<file path="src/rtl/riscv_imm_pkg.sv">
// riscv_imm_pkg: immediate-type and encoder error codes shared by the decode and encode paths
package riscv_imm_pkg;

    localparam logic [2:0] IMM_I = 3'b000;
    localparam logic [2:0] IMM_S = 3'b001;
    localparam logic [2:0] IMM_B = 3'b010;
    localparam logic [2:0] IMM_U = 3'b011;
    localparam logic [2:0] IMM_J = 3'b100;

    localparam logic [1:0] ERR_OK    = 2'b00;
    localparam logic [1:0] ERR_RANGE = 2'b01;
    localparam logic [1:0] ERR_ALIGN = 2'b10;
    localparam logic [1:0] ERR_TYPE  = 2'b11;

    // True when v[31:lo] are all equal, i.e. v survives sign extension from bit lo
    function automatic logic sext_ok(input logic [31:0] v, input int unsigned lo);
        logic [31:0] m;
        m = 32'hFFFF_FFFF << lo;
        return ((v & m) == 32'h0) || ((v & m) == m);
    endfunction

endpackage

</file>
<file path="src/rtl/imm_pack.sv">
// imm_pack: packs a 32-bit immediate into instr[31:7] for the given type and flags unrepresentable values
module imm_pack
    import riscv_imm_pkg::*;
(
    input  logic [2:0]  imm_src,
    input  logic [31:0] imm_val,
    output logic [24:0] field,
    output logic [1:0]  err_code
);

    logic [24:0] w_f_i, w_f_s, w_f_b, w_f_u, w_f_j;
    logic        w_ok12, w_ok13, w_ok21, w_odd, w_lo_nz;

    assign w_f_i = {imm_val[11:0], 13'b0};
    assign w_f_s = {imm_val[11:5], 13'b0, imm_val[4:0]};
    assign w_f_b = {imm_val[12], imm_val[10:5], 13'b0, imm_val[4:1], imm_val[11]};
    assign w_f_u = {imm_val[31:12], 5'b0};
    assign w_f_j = {imm_val[20], imm_val[10:1], imm_val[11], imm_val[19:12], 5'b0};

    assign w_ok12  = sext_ok(imm_val, 11);
    assign w_ok13  = sext_ok(imm_val, 12);
    assign w_ok21  = sext_ok(imm_val, 20);
    assign w_odd   = imm_val[0];
    assign w_lo_nz = |imm_val[11:0];

    always_comb begin
        field    = (imm_src == IMM_I) ? w_f_i :
                   (imm_src == IMM_S) ? w_f_s :
                   (imm_src == IMM_B) ? w_f_b :
                   (imm_src == IMM_U) ? w_f_u :
                   (imm_src == IMM_J) ? w_f_j : 25'h0;
        // Misalignment outranks range; U only has the low-zero requirement
        err_code = (imm_src == IMM_I || imm_src == IMM_S) ? (w_ok12 ? ERR_OK : ERR_RANGE) :
                   (imm_src == IMM_B) ? (w_odd ? ERR_ALIGN : w_ok13 ? ERR_OK : ERR_RANGE) :
                   (imm_src == IMM_U) ? (w_lo_nz ? ERR_ALIGN : ERR_OK) :
                   (imm_src == IMM_J) ? (w_odd ? ERR_ALIGN : w_ok21 ? ERR_OK : ERR_RANGE) :
                   ERR_TYPE;
    end

endmodule

</file>
<file path="src/rtl/imm_encoder.sv">
// imm_encoder: two-stage valid/ready immediate encoder with saturating handoff statistics
module imm_encoder
    import riscv_imm_pkg::*;
#(
    parameter int CNT_W = 16
) (
    input  logic             clk,
    input  logic             rst_n,
    input  logic             in_valid,
    output logic             in_ready,
    input  logic [2:0]       imm_src,
    input  logic [31:0]      imm_val,
    output logic             out_valid,
    input  logic             out_ready,
    output logic [24:0]      imm_field,
    output logic             err,
    output logic [1:0]       err_code,
    input  logic             stats_clr,
    output logic [CNT_W-1:0] enc_count,
    output logic [CNT_W-1:0] err_count
);

    logic             r_s1_valid, r_s2_valid;
    logic [2:0]       r_s1_src;
    logic [31:0]      r_s1_val;
    logic [24:0]      r_s2_field;
    logic [1:0]       r_s2_code;
    logic [CNT_W-1:0] r_enc, r_err;
    logic [24:0]      w_field;
    logic [1:0]       w_code;
    logic             w_s2_adv, w_s1_adv, w_out_xfer;

    assign w_s2_adv   = !r_s2_valid || out_ready;
    assign w_s1_adv   = w_s2_adv || !r_s1_valid;
    assign w_out_xfer = r_s2_valid && out_ready;

    imm_pack u_pack (
        .imm_src  (r_s1_src),
        .imm_val  (r_s1_val),
        .field    (w_field),
        .err_code (w_code)
    );

    always_ff @(posedge clk or negedge rst_n) begin
        if (!rst_n) begin
            r_s1_valid <= 1'b0;
            r_s1_src   <= 3'b0;
            r_s1_val   <= 32'h0;
        end else if (w_s1_adv) begin
            r_s1_valid <= in_valid;
            if (in_valid) begin
                r_s1_src <= imm_src;
                r_s1_val <= imm_val;
            end
        end
    end

    always_ff @(posedge clk or negedge rst_n) begin
        if (!rst_n) begin
            r_s2_valid <= 1'b0;
            r_s2_field <= 25'h0;
            r_s2_code  <= ERR_OK;
        end else if (w_s2_adv) begin
            r_s2_valid <= r_s1_valid;
            if (r_s1_valid) begin
                r_s2_field <= w_field;
                r_s2_code  <= w_code;
            end
        end
    end

    // Clear wins over a same-cycle handoff
    always_ff @(posedge clk or negedge rst_n) begin
        if (!rst_n) begin
            r_enc <= '0;
            r_err <= '0;
        end else if (stats_clr) begin
            r_enc <= '0;
            r_err <= '0;
        end else if (w_out_xfer) begin
            r_enc <= (&r_enc) ? r_enc : r_enc + CNT_W'(1);
            r_err <= (r_s2_code == ERR_OK || &r_err) ? r_err : r_err + CNT_W'(1);
        end
    end

    assign in_ready  = w_s1_adv;
    assign out_valid = r_s2_valid;
    assign imm_field = r_s2_field;
    assign err_code  = r_s2_code;
    assign err       = r_s2_code != ERR_OK;
    assign enc_count = r_enc;
    assign err_count = r_err;

endmodule

</file>
<file path="config.mk">
export PLATFORM = sky130hd
export DESIGN_NAME = imm_encoder
export DESIGN_NICKNAME = d
export VERILOG_FILES = /design/src/rtl/riscv_imm_pkg.sv /design/src/rtl/imm_pack.sv /design/src/rtl/imm_encoder.sv
export SDC_FILE = /design/constraint.sdc
export NUM_CORES = 1
export LEC_CHECK = 0
export CORE_ASPECT_RATIO = 1.2
export CORE_UTILIZATION = 40
export DETAILED_ROUTE_END_ITERATION = 8
export PLACE_DENSITY = 0.66
export SYNTH_ARGS = -nofsm -noshare
export SYNTH_HDL_FRONTEND = slang
export SYNTH_SLANG_ARGS = --single-unit
</file>
<file path="constraint.sdc">
create_clock -name clk -period 2.2 [get_ports clk]
set_clock_uncertainty 0.1 [all_clocks]
set_input_delay 0.66 -clock clk [delete_from_list [all_inputs] [get_ports clk]]
set_output_delay 0.66 -clock clk [all_outputs]
set_load 0.05 [all_outputs]
</file>
==> results.cfg <==
[run_status]
status = complete, but fails checks
violations = DRC

[cells_and_area]
num_antenna_cells = 0
stdcell_area_um2 = 6010
final_cell_mix = dfrtp_1 (95), buf_4 (84), nor2_1 (50), clkdlybuf4s50_1 (37), mux2_2 (35)
area_growth_pct = 35.7
final_common_cell = dfrtp_1
drive_above_1_share_pct = 28.4
num-nets-final = 572
nFillCells = 944

[route]
wirelength_mm = 10.7
drc = 8
num_vias = 3617
antenna_left = 0
firstDrtPassIters = 6
vias_per_cell = 5.45
drt_iter0_markers = 121
avgRoutedWirePerCell_um = 16.1

[power]
ir_drop_uv = 443
power.density_nw_per_um2 = 886
p_leak_nw = 2.60

[worst_setup_path]
r2r-end = enc_count[5]
rr_worst_depth = 7
cp.required_ns = 1.44
cp_max_fo = 5
r2r-start = enc_count[1]
crit_type = input port to output port
reg2reg_slack_ns = 0.19
end_kind = output port
critPathLaunchType = input port
critPathArrivalTime_ns = 1.41

[grt]
grt_antenna_before_repair = 0
grt_max_degree = 33
grt_pass1_wl_mm = 17.4
grt-ovfl-total = 0
first_global_vias = 3507
grt.total_usage_pct = 19.6

[timing]
holdWs_ns = 0.140
hold_violations = 0
setup_slack_ns = 0.0257
fin_crit_sh_pct = 98.8
finalMaxSlewViolations = 0
max_freq_mhz = 460
setup_viol = 0
worst_slew_pin_slew_ns = 0.542
maxSlewHeadroom_pct = 63.8
period_needed_ns = 2.17

[floorplan]
ios = 102
die_w_um = 98.1
fp.dieH_um = 117
initial_utilization_pct = 41.5
core_um2 = 10700
dieArea_um2 = 11500
core.rowCount = 41

[clock_tree]
root_buffer = clkbuf_16
clk_path_buf_depth = 2
cts_max_level = 3
cts_sinks = 96
clk_latency_ns = 0.34
path_clk_slew_ns = 0.07
numCtsBuffers = 9
cts_tree = done

[logic_synthesis]
synth_nets = 451
avgSynthCellArea_um2 = 10.8
synth_edf_count = 0
syn_inst = 409
synth_ff_type = dfrtp_1
synth-warning-count = 0
synth-seq-cells = 96
async_reset_ff_share_pct = 100
synth-seq-area-share_pct = 54.2
synth_area_um2 = 4430
ys_types = 43

[place]
place_congestion = 0.826
numPortBuffers = 101
placed_area_um2 = 5610
hpwlAfterDp_mm = 7.81
place_ws_ns = -0.408

[hold_path]
hold_path_class = input port to async pin

[job]
maxCapViolCount = 0
==> per-stage QoR <==
step	util [%]	TNS, ns	instances	power [mW]
floorplan	-	-0.159	409	2.95
global placement	52.6	-14.06	644	3.42
detailed placement	52.6	-16.20	644	3.45
CTS	56.1	0	661	5.37
global route	56.3	-0.0225	664	5.54
finish	56.3	0	664	5.32
==> power by group <==
part | internal (mW) | switching [mW]
Sequential | 1.97 | 0.230
Clock | 1.23 | 0.687
Combinational | 0.475 | 0.734
==> state kept, by name, indices dropped and copies added (netlist names) <==
signal	cells
err_count	16
imm_field	25
enc_count	16
r_s1_src	3
r_s1_val	32
r_s1_valid	1
err_code	2
out_valid	1
==> worst max-delay path, cell delays in order <==
cell and delay [ns]:
dlygate4sd2_1 0.30, nand3b_1 0.26, buf_12 0.19
==> logic make-up (layout without fill, tap and decap cells) <==
group           after synthesis  count (layout)  synth area share, %
flops                        96              96                 54.2
compound gates               56              56                 8.81
buf+inv                      22             148                 1.98
simple gates                167             167                 19.3
xor+xnor                     29              29                 5.73
mux                          37              37                 9.35
fa+ha+maj                     2               2                0.565
==> routing by layer <==
layer,vias to the layer above,track usage [%],wire length [um]
met2,111,33.8,5310
met5,-,0,0
met3,16,3.44,483
li1,1711,-,-
met4,0,8.18,187
met1,1779,24.4,4680
==> cell usage after synthesis (9+ instances only) <==
| master | count | area (um^2) |
|---|---|---|
| dfrtp_1 | 96 | 2400 |
| nor2_1 | 50 | 188 |
| mux2_2 | 35 | 394 |
| nand2_1 | 33 | 124 |
| xnor2_1 | 24 | 210 |
| nand3_1 | 17 | 85.1 |
| o21ai_0 | 17 | 85.1 |
| nor3_1 | 14 | 70.1 |
| clkbuf_1 | 13 | 48.8 |
| nor4_1 | 13 | 81.3 |
| nand4_1 | 11 | 68.8 |
| a22o_1 | 9 | 78.8 |
==> layout make-up <==
type / count / area (um^2) / area share, %
clock buffers: 9 / 225 / 3.75
clock inverters: 7 / 144 / 2.39
inverters: 5 / 18.8 / 0.312
multi-input cells: 291 / 1950 / 32.4
flip-flops and latches: 96 / 2400 / 40.0
well taps: 129 / 161 / 2.69
repair buffers: 127 / 1110 / 18.5
==> timing repair <==
item | in CTS | in global routing
cloned | 0 | 0
setup endpoints to repair | 2 | 2
pin swaps | 0 | 1
gates resized for setup | 1 | 0
hold buffers | 0 | 0
buffers inserted | 1 | 3
==> worst max-delay path by stage <==
stage          startpoint            end  slack [ns]  cells after the start
2_1_floorplan   out_ready    r_s1_src[0]      -0.005                      4
4_1_cts         out_ready       in_ready        0.03                      3
3_5_place_dp    out_ready  err_count[15]       -0.41                      6
3_3_place_gp    out_ready  err_count[15]       -0.38                      6
6_report        out_ready       in_ready        0.03                      3
5_1_grt         out_ready       in_ready       -0.01                      3
No activity file was read; power rests on OpenSTA's default activity.
